$ cat src/rtl/pwm_multi_gen_if.sv
// Bus bundle between the register/config block and pwm_multi_gen: run control,
// double-buffered period/duty load, and the PWM outputs toward the pads.
interface pwm_multi_gen_if #(
    parameter int CH = 4,
    parameter int CW = 8,
    parameter int PW = 8
);
    logic              i_en;
    logic [PW-1:0]     i_presc;
    logic [CW-1:0]     i_period;
    logic [CH*CW-1:0]  i_duty;
    logic              i_load;
    logic              i_center;
    logic [CH-1:0]     o_pwm;
    logic              o_period_end;
    logic              o_load_pend;

    modport master (
        output i_en, i_presc, i_period, i_duty, i_load, i_center,
        input  o_pwm, o_period_end, o_load_pend
    );

    modport slave (
        input  i_en, i_presc, i_period, i_duty, i_load, i_center,
        output o_pwm, o_period_end, o_load_pend
    );
endinterface

$ cat src/rtl/pwm_multi_gen.sv
// Multi-channel PWM generator: shared prescaled period counter, per-channel duty
// compare, shadow registers applied at period boundaries. Macro PWM_CENTER_EN adds center-aligned mode.
module pwm_multi_gen #(
    parameter int CH = 4,
    parameter int CW = 8,
    parameter int PW = 8
) (
    input  logic              i_clk,
    input  logic              i_rst,
    pwm_multi_gen_if.slave    bus
);
    logic [PW-1:0] presc_reg, presc_next;
    logic [CW-1:0] cnt_reg, cnt_next;
    logic [CW-1:0] per_act_reg, per_sh_reg;
    logic          pend_reg, pe_reg;
    logic [CH-1:0] pwm_reg, pwm_next;
    logic          tick, boundary, apply;

    // Lowering i_presc below the count lets it run on and wrap at all-ones.
    always_comb begin
        tick       = bus.i_en && (presc_reg == bus.i_presc);
        presc_next = presc_reg + PW'(1);
        if (!bus.i_en || tick) begin
            presc_next = '0;
        end
    end

`ifdef PWM_CENTER_EN
    logic center_reg, center_next;
    logic dir_up_reg, dir_up_next;

    always_comb begin
        cnt_next    = cnt_reg;
        boundary    = 1'b0;
        dir_up_next = dir_up_reg;
        center_next = center_reg;
        if (!bus.i_en) begin
            cnt_next    = '0;
            dir_up_next = 1'b1;
            center_next = bus.i_center;
        end else if (tick) begin
            if (!center_reg) begin
                if (cnt_reg == per_act_reg) begin
                    cnt_next = '0;
                    boundary = 1'b1;
                end else begin
                    cnt_next = cnt_reg + CW'(1);
                end
            end else if (dir_up_reg) begin
                if (cnt_reg == per_act_reg) begin
                    // With P of 0 or 1 the turnaround lands directly on 0.
                    if (per_act_reg <= CW'(1)) begin
                        cnt_next = '0;
                        boundary = 1'b1;
                    end else begin
                        cnt_next    = cnt_reg - CW'(1);
                        dir_up_next = 1'b0;
                    end
                end else begin
                    cnt_next = cnt_reg + CW'(1);
                end
            end else begin
                cnt_next = cnt_reg - CW'(1);
                if (cnt_reg <= CW'(1)) begin
                    cnt_next    = '0;
                    boundary    = 1'b1;
                    dir_up_next = 1'b1;
                end
            end
            if (boundary) begin
                center_next = bus.i_center;
            end
        end
    end

    always_ff @(posedge i_clk) begin
        if (i_rst) begin
            center_reg <= 1'b0;
            dir_up_reg <= 1'b1;
        end else begin
            center_reg <= center_next;
            dir_up_reg <= dir_up_next;
        end
    end
`else
    always_comb begin
        cnt_next = cnt_reg;
        boundary = 1'b0;
        if (!bus.i_en) begin
            cnt_next = '0;
        end else if (tick) begin
            if (cnt_reg == per_act_reg) begin
                cnt_next = '0;
                boundary = 1'b1;
            end else begin
                cnt_next = cnt_reg + CW'(1);
            end
        end
    end
`endif

    // Disabled: no period to protect, so pending values go live immediately.
    assign apply = (boundary || !bus.i_en) && pend_reg;

    always_ff @(posedge i_clk) begin
        if (i_rst) begin
            presc_reg   <= '0;
            cnt_reg     <= '0;
            per_act_reg <= '1;
            per_sh_reg  <= '1;
            pend_reg    <= 1'b0;
            pe_reg      <= 1'b0;
            pwm_reg     <= '0;
        end else begin
            presc_reg <= presc_next;
            cnt_reg   <= cnt_next;
            pe_reg    <= boundary;
            pwm_reg   <= pwm_next;
            if (apply) begin
                per_act_reg <= per_sh_reg;
            end
            if (bus.i_load) begin
                per_sh_reg <= bus.i_period;
                pend_reg   <= 1'b1;
            end else if (apply) begin
                pend_reg <= 1'b0;
            end
        end
    end

    generate
        for (genvar gi = 0; gi < CH; gi++) begin : g_ch
            logic [CW-1:0] duty_act_reg, duty_sh_reg;

            always_ff @(posedge i_clk) begin
                if (i_rst) begin
                    duty_act_reg <= '0;
                    duty_sh_reg  <= '0;
                end else begin
                    if (apply) begin
                        duty_act_reg <= duty_sh_reg;
                    end
                    if (bus.i_load) begin
                        duty_sh_reg <= bus.i_duty[gi*CW +: CW];
                    end
                end
            end

            assign pwm_next[gi] = bus.i_en && (cnt_reg < duty_act_reg);
        end
    endgenerate

    assign bus.o_pwm        = pwm_reg;
    assign bus.o_period_end = pe_reg;
    assign bus.o_load_pend  = pend_reg;
endmodule

$ cat src/flat_wrapper.sv
// flat-port wrapper written by rule: the top's interface ports become plain ports
module pwm_multi_gen_flat 
#(
    parameter int CH = 4,
    parameter int CW = 8,
    parameter int PW = 8
)
  (i_clk, i_rst, bus_i_en, bus_i_presc, bus_i_period, bus_i_duty, bus_i_load, bus_i_center, bus_o_pwm, bus_o_period_end, bus_o_load_pend);
  pwm_multi_gen_if #(.CH(CH), .CW(CW), .PW(PW)) bus_i ();
  input  logic i_clk;
  input  logic i_rst;
  input wire logic [$bits(bus_i.i_en)-1:0] bus_i_en;
  input wire logic [$bits(bus_i.i_presc)-1:0] bus_i_presc;
  input wire logic [$bits(bus_i.i_period)-1:0] bus_i_period;
  input wire logic [$bits(bus_i.i_duty)-1:0] bus_i_duty;
  input wire logic [$bits(bus_i.i_load)-1:0] bus_i_load;
  input wire logic [$bits(bus_i.i_center)-1:0] bus_i_center;
  output wire logic [$bits(bus_i.o_pwm)-1:0] bus_o_pwm;
  output wire logic [$bits(bus_i.o_period_end)-1:0] bus_o_period_end;
  output wire logic [$bits(bus_i.o_load_pend)-1:0] bus_o_load_pend;
  assign bus_i.i_en = bus_i_en;
  assign bus_i.i_presc = bus_i_presc;
  assign bus_i.i_period = bus_i_period;
  assign bus_i.i_duty = bus_i_duty;
  assign bus_i.i_load = bus_i_load;
  assign bus_i.i_center = bus_i_center;
  assign bus_o_pwm = bus_i.o_pwm;
  assign bus_o_period_end = bus_i.o_period_end;
  assign bus_o_load_pend = bus_i.o_load_pend;
  pwm_multi_gen #(.CH(CH), .CW(CW), .PW(PW)) u_core (.i_clk(i_clk), .i_rst(i_rst), .bus(bus_i));
endmodule
$ cat config.mk
export PLATFORM = sky130hd
export DESIGN_NAME = pwm_multi_gen_flat
export DESIGN_NICKNAME = d
export VERILOG_FILES = /design/src/rtl/pwm_multi_gen_if.sv /design/src/rtl/pwm_multi_gen.sv /design/src/flat_wrapper.sv
export SDC_FILE = /design/constraint.sdc
export NUM_CORES = 1
export LEC_CHECK = 0
export ABC_CLOCK_PERIOD_IN_PS = 2300
export BUFFER_PORTS_ARGS = -buffer_cell sky130_fd_sc_hd__buf_2
export CAP_MARGIN = 20
export CORE_ASPECT_RATIO = 1.5
export CORE_MARGIN = 4
export CORE_UTILIZATION = 57
export DETAILED_ROUTE_END_ITERATION = 10
export PLACE_DENSITY_LB_ADDON = 0.08
export SLEW_MARGIN = 20
export SYNTH_ARGS = -nofsm -noshare
export SYNTH_HDL_FRONTEND = slang
export SYNTH_SLANG_ARGS = --single-unit
$ cat constraint.sdc
create_clock -name i_clk -period 2.3 [get_ports i_clk]
set_clock_uncertainty 0.2 [all_clocks]
set_input_delay 0.46 -clock i_clk [delete_from_list [all_inputs] [get_ports i_clk]]
set_output_delay 0.46 -clock i_clk [all_outputs]
set_load 0.01 [all_outputs]
Word level (Yosys, flattened, before mapping):

Cells that the tools add are included.

* memory bits (read-only): 0
* word-level logic and storage cells: 42
* output and inout bits: 6
* input bits: 53
* register bits: 102
* latch bits: 0
* memories: 0
* memory bits (writable): 0

* magnitude comparators: 4
* muxes and demuxes: 6
* add/subtract/negate cells: 2
* eq/ne operators: 2
* multiply operators: 0
* bitwise logic cells: 1
* reduce and logical (&&, ||, !) cells: 12
* div/mod/pow operators: 0
* shifts and indexed selects: 0

Operators with widths (count)
* $lt A8 B8 Y1: 4
* $add A8 B1 Y8 const B: 2
* $eq A8 B8 Y1: 2
* $mux W8: 1
* $logic_and A1 B1 Y1: 6
* $mux W1: 5
* $reduce_or A2 Y1: 2
* $logic_or A1 B1 Y1: 2
* $reduce_bool A2 Y1: 1
* $logic_not A1 Y1: 1
* $not A1 Y1: 1

Depth between registers and ports, before layout:

Gate-level depths: netlist of the first run.

* depth in word-level cells: 8
* mapped depth: 7

Worst setup path after synthesis of the first run:

No wires, ideal clock.

* kind: register to register
* start point: register u_core.cnt_reg[4]
* end point: register u_core.g_ch[0].duty_act_reg[0]
* arrival time: 1.749 ns
* cell stages (with the launch flop): 7
* setup slack: 0.235 ns
* data required time: 1.983 ns
* clock period less this slack: 2.065 ns
* cells stage by stage: dfxtp_1 > xnor2_1 > nand4_2 > o41ai_4 > a21oi_2 > buf_2 > a22o_1

* cells in the longest elaborated chain, start to end: 6

RTL lines
* from (decl): line pwm_multi_gen.sv:13 `logic [CW-1:0] cnt_reg, cnt_next;`
* from (signal assigned): line pwm_multi_gen.sv:116 `cnt_reg <= cnt_next;`
* $eq A8 B8 Y1: line pwm_multi_gen.sv:92 `if (cnt_reg == per_act_reg) begin`
* $mux W1: line pwm_multi_gen.sv:92
* $mux W1: line pwm_multi_gen.sv:91 `end else if (tick) begin`
* $mux W1: line pwm_multi_gen.sv:89 `if (!bus.i_en) begin`
* $logic_or A1 B1 Y1: line pwm_multi_gen.sv:103 `assign apply = (boundary || !bus.i_en) && pend_reg;`
* $logic_and A1 B1 Y1: line pwm_multi_gen.sv:103
* to (signal assigned): line pwm_multi_gen.sv:141 `duty_act_reg <= duty_sh_reg;`
* to (decl): line pwm_multi_gen.sv:133 `logic [CW-1:0] duty_act_reg, duty_sh_reg;`

Every way passes these cells.
A chain may end at the register's enable or synchronous reset.

Final worst setup path of the first run:

* start point: register u_core.presc_reg[2]
* end point: register u_core.g_ch[1].duty_act_reg[4]

* cells in the longest elaborated chain, start to end: 6

RTL lines
* from (decl): line pwm_multi_gen.sv:12 `logic [PW-1:0] presc_reg, presc_next;`
* from (signal assigned): line pwm_multi_gen.sv:115 `presc_reg <= presc_next;`
* $eq A8 B8 Y1: line pwm_multi_gen.sv:21 `tick = bus.i_en && (presc_reg == bus.i_presc);`
* $logic_and A1 B1 Y1: line pwm_multi_gen.sv:21
* $mux W1: line pwm_multi_gen.sv:91
* $mux W1: line pwm_multi_gen.sv:89
* $logic_or A1 B1 Y1: line pwm_multi_gen.sv:103
* $logic_and A1 B1 Y1: line pwm_multi_gen.sv:103
* to (signal assigned): line pwm_multi_gen.sv:141
* to (decl): line pwm_multi_gen.sv:133

Every way passes these cells.

==> results of run 1 <==
## kinds of logic (layout without fill, tap and decap cells)
group / count (synthesis) / after routing / share of synthesized area
AND/OR/NAND/NOR: 115 / 115 / 0.1253
flip-flops: 102 / 102 / 0.4596
AO/OA/AOI/OAI: 77 / 77 / 0.1431
buffers and inverters: 49 / 118 / 0.05153
multiplexers: 41 / 41 / 0.09265
adder cells (fa/ha/maj): 30 / 30 / 0.08448
XOR/XNOR: 22 / 22 / 0.04337
## path summary, 6_finish.rpt
| check | from | to | depth (start not counted) |
|---|---|---|---|
| worst max register to register | u_core.presc_reg[2] | u_core.g_ch[1].duty_act_reg[4] | 7 |
| worst min-delay path | bus_i_period[6] | u_core.per_sh_reg[6] | 3 |
| worst min register to register | u_core.g_ch[0].duty_sh_reg[4] | u_core.g_ch[0].duty_act_reg[4] | 1 |
| worst max-delay path | u_core.presc_reg[2] | u_core.g_ch[1].duty_act_reg[4] | 7 |
## critical path, stage by stage (launching register included)
cell     delay [ps]
dfxtp_1         420
xnor2_1         170
nand4_1         240
o41ai_4         330
buf_4           190
and3_1          210
buf_12          190
a22o_1          150
## final cells by class
class,count,area share
Tap cell,102,0.02438
Clock buffer,11,0.04829
Inverter,30,0.02152
Clock inverter,4,0.01339
Sequential cell,102,0.3904
Timing Repair Buffer,73,0.08463
Multi-Input combinational cell,285,0.4174
## layout by cell type (no fill, tap or decap), types with 2 or more instances in the layout
cell type and count:
or3_1 5, and4_1 2, clkbuf_8 2, and3_1 5, clkinv_2 2, nand2_1 23, or2_2 2, nand2b_1 4
a2bb2oi_1 4, buf_4 13, or4_1 4, a22o_1 32, xor2_1 4, a21o_1 9, nand4_1 5, ha_1 30
nor2_1 45, a21oi_1 9, o22a_1 8, nand3b_1 2, xnor2_1 17, o311ai_0 4, nor4_1 4, o211ai_1 5
mux2i_1 40, inv_1 30, dfxtp_1 101, buf_12 3, clkbuf_16 9, buf_2 57, bufinv_16 2, nand3_1 9
## power by group through the flow
| stage | registers [mW] | clock network [mW] | logic (mW) |
|---|---|---|---|
| 6_report | 1.86 | 1.61 | 0.253 |
| 2_1_floorplan | 1.89 | 0 | 0.165 |
| 4_1_cts | 1.86 | 1.65 | 0.254 |
| 3_5_place_dp | 1.90 | 0 | 0.251 |
| 5_1_grt | 1.87 | 1.72 | 0.288 |
| 3_3_place_gp | 1.90 | 0 | 0.243 |
## timing repair
action	CTS	global route
hold buffers	0	0
buffers inserted	0	1
hold endpoints to repair	0	0
endpoints found under the setup margin	0	40
resized for setup	0	3
## per-layer routing
layer | up-vias | GRT usage
met5 | - | 0
met4 | 0 | 0.1003
met3 | 12 | 0.03009
met2 | 63 | 0.3695
met1 | 1520 | 0.2576
li1 | 1680 | -
==> results.py, run 1 <==
metrics = {
    "drt": {
        "detail-route-antenna-nets": 0,
        "firstDrtPassIters": 4,
        "dr.first_iter.drc_count": 121,
        "wl_met2_um": 4710,
        "drc": 0,
        "drt-total-wl_um": 9049,
        "wl_per_cell_um": 14.91,
        "top_layer_used": "met4",
        "wl_met3_um": 325,
        "via_per_inst": 5.395,
        "wl_met1_um": 3860,
        "dr_total_vias": 3275,
    },
    "place": {
        "gp_congestion": 0.8485,
        "place_hpwl_um": 6395,
        "placed_cell_area_mm2": 0.004890,
        "dp_slack_ps": -75.13,
        "place_inst": 591,
        "io_buffers": 57,
    },
    "clock_tree": {
        "cts_made_buffers": 9,
        "root_buffer": "clkbuf_16",
        "cts_tree": "done",
        "clkSinkCount": 102,
        "cts.reportedPaths.clkPinSlew_ps": 60,
        "htree_num_levels": 3,
        "clk_latency_ps": 330,
        "cts_buffer_depth": 2,
    },
    "sta": {
        "slew_viol_final": 0,
        "setup_tns_ps": 0,
        "tightest_slew_ps": 414.5,
        "clock.fmax_ghz": 0.4603,
        "hold_violations": 0,
        "fin_ws_ps": 127.5,
        "whs_ps": 137.8,
        "min_period_ps": 2172,
        "setup_violations": 0,
        "fin_crit_sh": 0.9445,
        "slew-limit-headroom": 0.7202,
    },
    "synthesis": {
        "yosys.cell_types.count": 41,
        "ys_seq_area_frac": 0.4596,
        "synth_edf_count": 0,
        "synth.avg_cell_area_um2": 10.19,
        "yosys.cell_count.top_type": "dfxtp_1",
        "synth_warnings": 0,
        "synth_cells": 436,
        "ys_seq_elements": 102,
        "yosysTopAreaCell": "dfxtp_1",
        "synth-main-ff-cell": "dfxtp_1",
        "netlist_top_cells_count": "dfxtp_1 (102), nor2_1 (45), mux2i_1 (40)",
        "synthArstFlopShare": 0,
        "synth_area_leaders": "dfxtp_1 (46%), mux2i_1 (9.0%), ha_1 (8.4%), a22o_1 (6.3%), nor2_1 (3.8%)",
        "synth_top_area_share": 0.4596,
        "synth_nets": 519,
        "syn_area_mm2": 0.004443,
    },
    "global_routing": {
        "grt_overflow": 0,
        "track_usage": 0.2128,
        "grt_max_degree": 42,
        "first_global_vias": 3367,
        "antenna_found_initial": 0,
        "grt_pass1_wl_um": 15450,
    },
    "critical_path": {
        "rrSetupSlack_ps": 130,
        "arrival_ps": 2250,
        "crit_fanout": 32,
        "critPathKind": "flop to flop",
        "cp-end-kind": "flop",
        "required_ps": 2380,
        "start_kind": "flop",
    },
    "power": {
        "combPwrFrac": 0.068,
        "leakagePower_nw": 2.284,
        "ir_worst_vdd_mv": 0.6092,
        "switching_share": 0.2073,
        "clkPwrFrac": 0.432,
        "power.density_mw_per_mm2": 712.1,
        "power_frac_seq": 0.500,
        "p_int_mw": 2.955,
        "total_power_mw": 3.727,
        "power.switching_mw": 0.7725,
    },
    "finish": {
        "finalNonFillerCells": 607,
        "fill_cells": 617,
        "syn2layout_area_growth_pct": 17.80,
        "fin_area_mm2": 0.005234,
        "n_antenna_cell": 0,
        "multiInputGateArea_mm2": 0.002185,
        "nets": 584,
        "regArea_mm2": 0.002043,
        "drive_above_1_share": 0.1921,
        "fin_util": 0.6875,
    },
    "floorplanning": {
        "num_io_pins": 59,
        "rows": 39,
        "fp.dieH_um": 116.1,
        "start_util": 0.5837,
        "die_x_um": 80.09,
        "core_mm2": 0.007612,
        "fp.dieArea_mm2": 0.009300,
    },
    "worst_hold_path": {
        "hold_class": "input pin to flop",
    },
    "flow_run": {
        "max-cap-violations": 0,
    },
    "outcome": {
        "status": "completed",
    },
}
(Power assumes the default switching activity.)
==> run 2: changes to the inputs <==
ABC_AREA = 1   (was unset)
CORE_UTILIZATION = 58   (was 57)
==> run 2 against run 1 <==
Against the previous run: hold slack worse by 12 ps; clock power about the same; total power up 6.0%; critical path type unchanged; non-clock buffer count down 1; die area up 3.8%; global-route usage up 0.47 points; highest routed layer unchanged; clock-buffer cell count unchanged.
==> results.py, run 2 <==
metrics = {
    "flow_run": {
        "max-cap-violations": 0,
    },
    "finish": {
        "regArea_mm2": 0.002043,
        "nets": 764,
        "finalNonFillerCells": 790,
        "multiInputGateArea_mm2": 0.002245,
        "syn2layout_area_growth_pct": 16.68,
        "final_common_cell": "nand2_1",
        "layout_common_cells": "nand2_1 (108), dfxtp_1 (101), a21oi_1 (78), inv_1 (74), nand3_1 (65)",
        "fill_cells": 695,
        "fin_area_mm2": 0.005497,
        "drive_above_1_share": 0.1343,
        "n_antenna_cell": 0,
    },
    "critical_path": {
        "required_ps": 2330,
        "rrSetupSlack_ps": 230,
        "cp_num_buf_inv": 1,
        "path_delay_family": "simple AND/OR/NAND/NOR gates",
        "critPathMaxStageDelay_ps": 490,
        "reg2regPathDepth": 9,
        "r2r_end": "u_core.g_ch[2].duty_act_reg[1]",
        "critPathMostFrequentCell": "nand2_1",
        "critPathKind": "flop to flop",
        "start_kind": "flop",
        "cp_cell_sequence": "xnor2_1 > nand2_1 > nor2_1 > nand2_1 > o21ai_4 > clkbuf_16 > nand3_1 > nand2_1 > nor2_1",
        "crit_fanout": 30,
        "rr_startpoint": "u_core.cnt_reg[0]",
        "cp-end-kind": "flop",
        "arrival_ps": 2110,
        "worst_path_max_delay_cell": "dfxtp_1",
    },
    "synthesis": {
        "yosysTopAreaCell": "dfxtp_1",
        "synth_edf_count": 0,
        "synth.avg_cell_area_um2": 7.489,
        "synth-main-ff-cell": "dfxtp_1",
        "synth_cells": 629,
        "synth_top_area_share": 0.4335,
        "syn_area_mm2": 0.004711,
        "synth_xor_area_frac": 0.03718,
        "synth_top_family_by_area": "simple AND/OR/NAND/NOR gates",
        "synthArstFlopShare": 0,
        "synth_warnings": 0,
        "netlist_top_cells_count": "nand2_1 (108), dfxtp_1 (102), a21oi_1 (78)",
        "ys_seq_elements": 102,
        "synth_nets": 712,
        "ys_seq_area_frac": 0.4335,
        "yosys.cell_types.count": 23,
        "synth_compound_area_frac": 0.1514,
        "yosys.area_share.simple": 0.2082,
        "synth_area_leaders": "dfxtp_1 (43%), nand2_1 (8.6%), a21oi_1 (8.3%), ha_1 (8.0%), nand3_1 (6.9%)",
        "synthMuxAreaShare": 0,
        "yosys.cell_count.top_type": "nand2_1",
        "synth_fa_ha_area_frac": 0.07968,
    },
    "floorplanning": {
        "fp.dieArea_mm2": 0.009658,
        "start_util": 0.5920,
        "die_x_um": 81.59,
        "core_mm2": 0.007958,
        "fp.dieH_um": 118.4,
        "rows": 40,
        "num_io_pins": 59,
    },
    "place": {
        "gp_congestion": 0.8579,
        "placed_cell_area_mm2": 0.005149,
        "dp_slack_ps": 68.08,
        "place_inst": 774,
        "io_buffers": 57,
        "place_hpwl_um": 6565,
    },
    "outcome": {
        "status": "completed",
    },
    "clock_tree": {
        "postCtsSetupBuffers": 0,
        "htree_num_levels": 3,
        "cts_hold_buf": 0,
        "root_buffer": "clkbuf_16",
        "cts_made_buffers": 9,
        "cts_tree": "done",
        "ctsResizeCount": 0,
        "clkSinkCount": 102,
        "cts_buffer_depth": 2,
        "cts.reportedPaths.clkPinSlew_ps": 60,
        "clk_latency_ps": 330,
    },
    "drt": {
        "dr.first_iter.drc_count": 108,
        "dr_total_vias": 4055,
        "detail-route-antenna-nets": 0,
        "via_per_inst": 5.133,
        "drt-total-wl_um": 9981,
        "wl_per_cell_um": 12.63,
        "firstDrtPassIters": 4,
        "drc": 0,
    },
    "sta": {
        "slew_viol_final": 0,
        "hold_violations": 0,
        "fin_crit_sh": 0.9020,
        "min_period_ps": 2075,
        "slew-limit-headroom": 0.6984,
        "tightest_slew_ps": 451.8,
        "rsz0062_at_grt": "no",
        "setup_tns_ps": 0,
        "fin_ws_ps": 225.5,
        "clock.fmax_ghz": 0.4820,
        "setup_violations": 0,
    },
    "power": {
        "combPwrFrac": 0.104,
        "switching_share": 0.2300,
        "ir_worst_vdd_mv": 0.5630,
        "p_int_mw": 3.041,
        "power.density_mw_per_mm2": 718.4,
        "total_power_mw": 3.949,
        "power.switching_mw": 0.9084,
        "power_frac_seq": 0.484,
        "leakagePower_nw": 2.457,
        "clkPwrFrac": 0.412,
    },
    "global_routing": {
        "first_global_vias": 3820,
        "antenna_found_initial": 0,
        "grt_max_degree": 74,
        "grt_pass1_wl_um": 16840,
        "grt_overflow": 0,
        "track_usage": 0.2175,
    },
    "worst_hold_path": {
        "hold_class": "input pin to flop",
        "hp-start": "i_rst",
        "hold_depth": 2,
        "holdPathEnd": "u_core.bus.o_load_pend",
    },
}
==> run 2: cell types whose count changed after synthesis, moves of 36 or more <==
cell,change
nand2_1,+85
nand3_1,+55
o21ai_0,+36
a21oi_1,+69
mux2i_1,-40
inv_1,+44
==> run 2: worst max path at each step <==
stage	cells after the start	start	slack (ps)	to
floorplan	9	bus_i_presc[0]	470	u_core.g_ch[0].duty_act_reg[0]
global placement	12	bus_i_presc[1]	100	u_core.g_ch[2].duty_act_reg[0]
detailed placement	12	bus_i_presc[1]	70	u_core.g_ch[3].duty_act_reg[3]
CTS	9	u_core.cnt_reg[0]	190	u_core.g_ch[2].duty_act_reg[5]
global route	8	u_core.presc_reg[3]	30	u_core.per_act_reg[4]
finish	9	u_core.cnt_reg[0]	230	u_core.g_ch[2].duty_act_reg[1]
==> run 2: power by group through the flow <==
stage / Combinational (mW) / Clock [mW] / Sequential [mW]
after floorplan: 0.287 / 0 / 1.94
after global placement: 0.390 / 0 / 1.95
after detailed placement: 0.404 / 0 / 1.95
after CTS: 0.408 / 1.65 / 1.91
after global routing: 0.476 / 1.73 / 1.92
final: 0.410 / 1.63 / 1.91
==> run 2: logic make-up (layout without fill, tap and decap cells) <==
group / Yosys count / in the layout
AOI/OAI and AO/OA: 133 / 133
xor gates and xnor gates: 20 / 20
and+or+nand+nor: 236 / 236
adders and majority gates: 30 / 30
buffers and inverters: 108 / 164
DFF: 102 / 102
==> run 2: area by class of cell <==
cell class,count,area share
Timing Repair Buffer,72,0.08468
Clock buffer,11,0.04598
Inverter,77,0.05258
Tap cell,105,0.02390
Multi-Input combinational cell,419,0.4084
Clock inverter,4,0.01275
Sequential cell,102,0.3717
==> run 2: metal layers <==
metal | up-vias | GRT usage | share of wire
met5 | - | 0 | 0
met4 | 0 | 0.08316 | 0.015
met3 | 15 | 0.03582 | 0.045
met2 | 75 | 0.3612 | 0.50
met1 | 1822 | 0.2769 | 0.44
li1 | 2143 | - | -
==> run 2: stage by stage <==
stage | utilization | hold slack, ps
global route | 0.6907 | 133.4
finish | 0.6907 | 126.2
detailed placement | 0.6470 | 244.8
CTS | 0.6876 | 122.6
floorplan | - | 229.5
global placement | 0.6470 | 240.3
==> run 3: changes to the inputs <==
CORE_UTILIZATION = 41   (was 58)
==> run 3 against run 2 <==
Against the previous run: first-iteration DRC count increased by 29%; design area is 0.14% higher; global-route usage down 6.0 points; cell count rose by 5.6%; hold slack better by 5.6 ps; sequential power barely moved; sequential cell count did not move; combinational power fell by 2%; via count fell by 1.6%; critical endpoint is now u_core.g_ch[0].duty_act_reg[5]; largest power group unchanged.
==> results.py, run 3 (synthesis results as in run 2) <==
metrics = {
    "clock_tree": {
        "cts_tree": "done",
        "postCtsSetupBuffers": 0,
        "cts_hold_buf": 0,
        "root_buffer": "clkbuf_16",
        "cts.reportedPaths.clkPinSlew_ps": 60,
        "cts_buffer_depth": 2,
        "clk_latency_ps": 340,
        "htree_num_levels": 3,
        "cts_made_buffers": 9,
        "ctsResizeCount": 0,
        "clkSinkCount": 102,
    },
    "floorplanning": {
        "core_mm2": 0.01111,
        "rows": 47,
        "fp.dieH_um": 139.3,
        "fp.dieArea_mm2": 0.01330,
        "start_util": 0.4238,
        "die_x_um": 95.52,
        "num_io_pins": 59,
    },
    "drt": {
        "via_per_inst": 4.784,
        "detail-route-antenna-nets": 0,
        "drt-total-wl_um": 10030,
        "dr_total_vias": 3990,
        "dr.first_iter.drc_count": 139,
        "wl_per_cell_um": 12.02,
        "drc": 0,
        "firstDrtPassIters": 4,
    },
    "global_routing": {
        "grt_overflow": 0,
        "antenna_found_initial": 0,
        "grt_pass1_wl_um": 16920,
        "grt_max_degree": 74,
        "track_usage": 0.1576,
        "first_global_vias": 3756,
    },
    "sta": {
        "setup_tns_ps": 0,
        "clock.fmax_ghz": 0.4959,
        "fin_ws_ps": 283.6,
        "setup_violations": 0,
        "slew_viol_final": 0,
        "slew-limit-headroom": 0.6995,
        "whs_ps": 131.9,
        "tightest_slew_ps": 450.8,
        "fin_crit_sh": 0.8767,
        "hold_violations": 0,
        "rsz0062_at_grt": "no",
        "min_period_ps": 2016,
    },
    "place": {
        "dp_slack_ps": 82.46,
        "placed_cell_area_mm2": 0.005216,
        "gp_congestion": 0.8304,
        "place_hpwl_um": 7247,
        "io_buffers": 57,
    },
    "finish": {
        "drive_above_1_share": 0.1354,
        "n_antenna_cell": 0,
        "fill_cells": 1177,
        "syn2layout_area_growth_pct": 16.84,
        "layout_common_cells": "nand2_1 (108), dfxtp_1 (101), a21oi_1 (78), inv_1 (74), nand3_1 (65)",
        "nets": 765,
        "fin_util": 0.4952,
        "final_common_cell": "nand2_1",
        "fin_area_mm2": 0.005504,
    },
    "power": {
        "leakagePower_nw": 2.437,
        "ir_worst_vdd_mv": 0.4122,
        "power.density_mw_per_mm2": 680.1,
    },
    "outcome": {
        "status": "completed",
    },
    "critical_path": {
        "cp_cell_sequence": "xnor2_1 > nand2_1 > nor2_1 > nand2_1 > o21ai_4 > buf_12 > nand3_1 > nand2_1 > nor2_1",
        "cp-end-kind": "flop",
        "critPathMostFrequentCell": "nand2_1",
        "cp_num_buf_inv": 1,
        "path_delay_family": "simple AND/OR/NAND/NOR gates",
        "crit_fanout": 51,
        "r2r_end": "u_core.g_ch[0].duty_act_reg[5]",
        "critPathMaxStageDelay_ps": 420,
        "reg2regPathDepth": 9,
        "start_kind": "flop",
        "rr_startpoint": "u_core.presc_reg[3]",
        "required_ps": 2330,
        "worst_path_max_delay_cell": "dfxtp_1",
        "critPathKind": "flop to flop",
        "arrival_ps": 2050,
        "rrSetupSlack_ps": 280,
    },
    "worst_hold_path": {
        "hold_depth": 2,
        "hold_class": "input pin to flop",
        "hp-start": "i_rst",
        "holdPathEnd": "u_core.bus.o_load_pend",
    },
    "flow_run": {
        "max-cap-violations": 0,
    },
}
==> run 3: cell types whose count changed in the layout (fill, tap and decap cells not counted), sizes merged <==
cell    delta
clkinv     +2
bufinv     -2
buf        +2
==> run 3: cell type report <==
class | count | area (µm²) | share of cell area
clock buffer | 12 | 256.5 | 0.04660
timing repair buffer | 73 | 455.4 | 0.08275
sequential | 102 | 2043 | 0.3712
clock inverter | 4 | 31.28 | 0.005683
multi-input combinational | 419 | 2245 | 0.4078
inverter | 77 | 289.0 | 0.05251
tap | 147 | 183.9 | 0.03342
==> run 3: metrics by stage <==
stage | std cells | power, mW
after floorplan | 629 | 2.225
after global placement | 818 | 2.350
after detailed placement | 818 | 2.361
after CTS | 834 | 3.809
after global routing | 834 | 3.945
final | 834 | 3.743
==> run 3: report_power, final <==
group / switching, mW / leakage [nW] / internal, mW
sequential: 0.0470 / 0.840 / 1.86
clock: 0.633 / 0.143 / 0.797
combinational: 0.232 / 1.45 / 0.171
total: 0.911 / 2.44 / 2.83
==> run 3: how the worst max path moves through the flow <==
stage	start	to	slack, ps	depth (start not counted)
2_1_floorplan	bus_i_presc[0]	u_core.g_ch[0].duty_act_reg[0]	470	9
3_3_place_gp	bus_i_presc[1]	u_core.g_ch[1].duty_act_reg[5]	110	12
3_5_place_dp	bus_i_presc[7]	u_core.g_ch[1].duty_act_reg[5]	80	10
4_1_cts	u_core.presc_reg[3]	u_core.g_ch[1].duty_act_reg[5]	240	9
5_1_grt	u_core.presc_reg[3]	u_core.g_ch[1].duty_act_reg[7]	90	9
6_report	u_core.presc_reg[3]	u_core.g_ch[0].duty_act_reg[5]	280	9
==> run 3: per-layer routing <==
layer	GRT usage	vias to the layer above	part of all wire
met5	0	-	0
met4	0.04948	0	0.012
met3	0.03132	11	0.037
met2	0.2735	65	0.50
met1	0.1922	1760	0.45
li1	-	2154	-
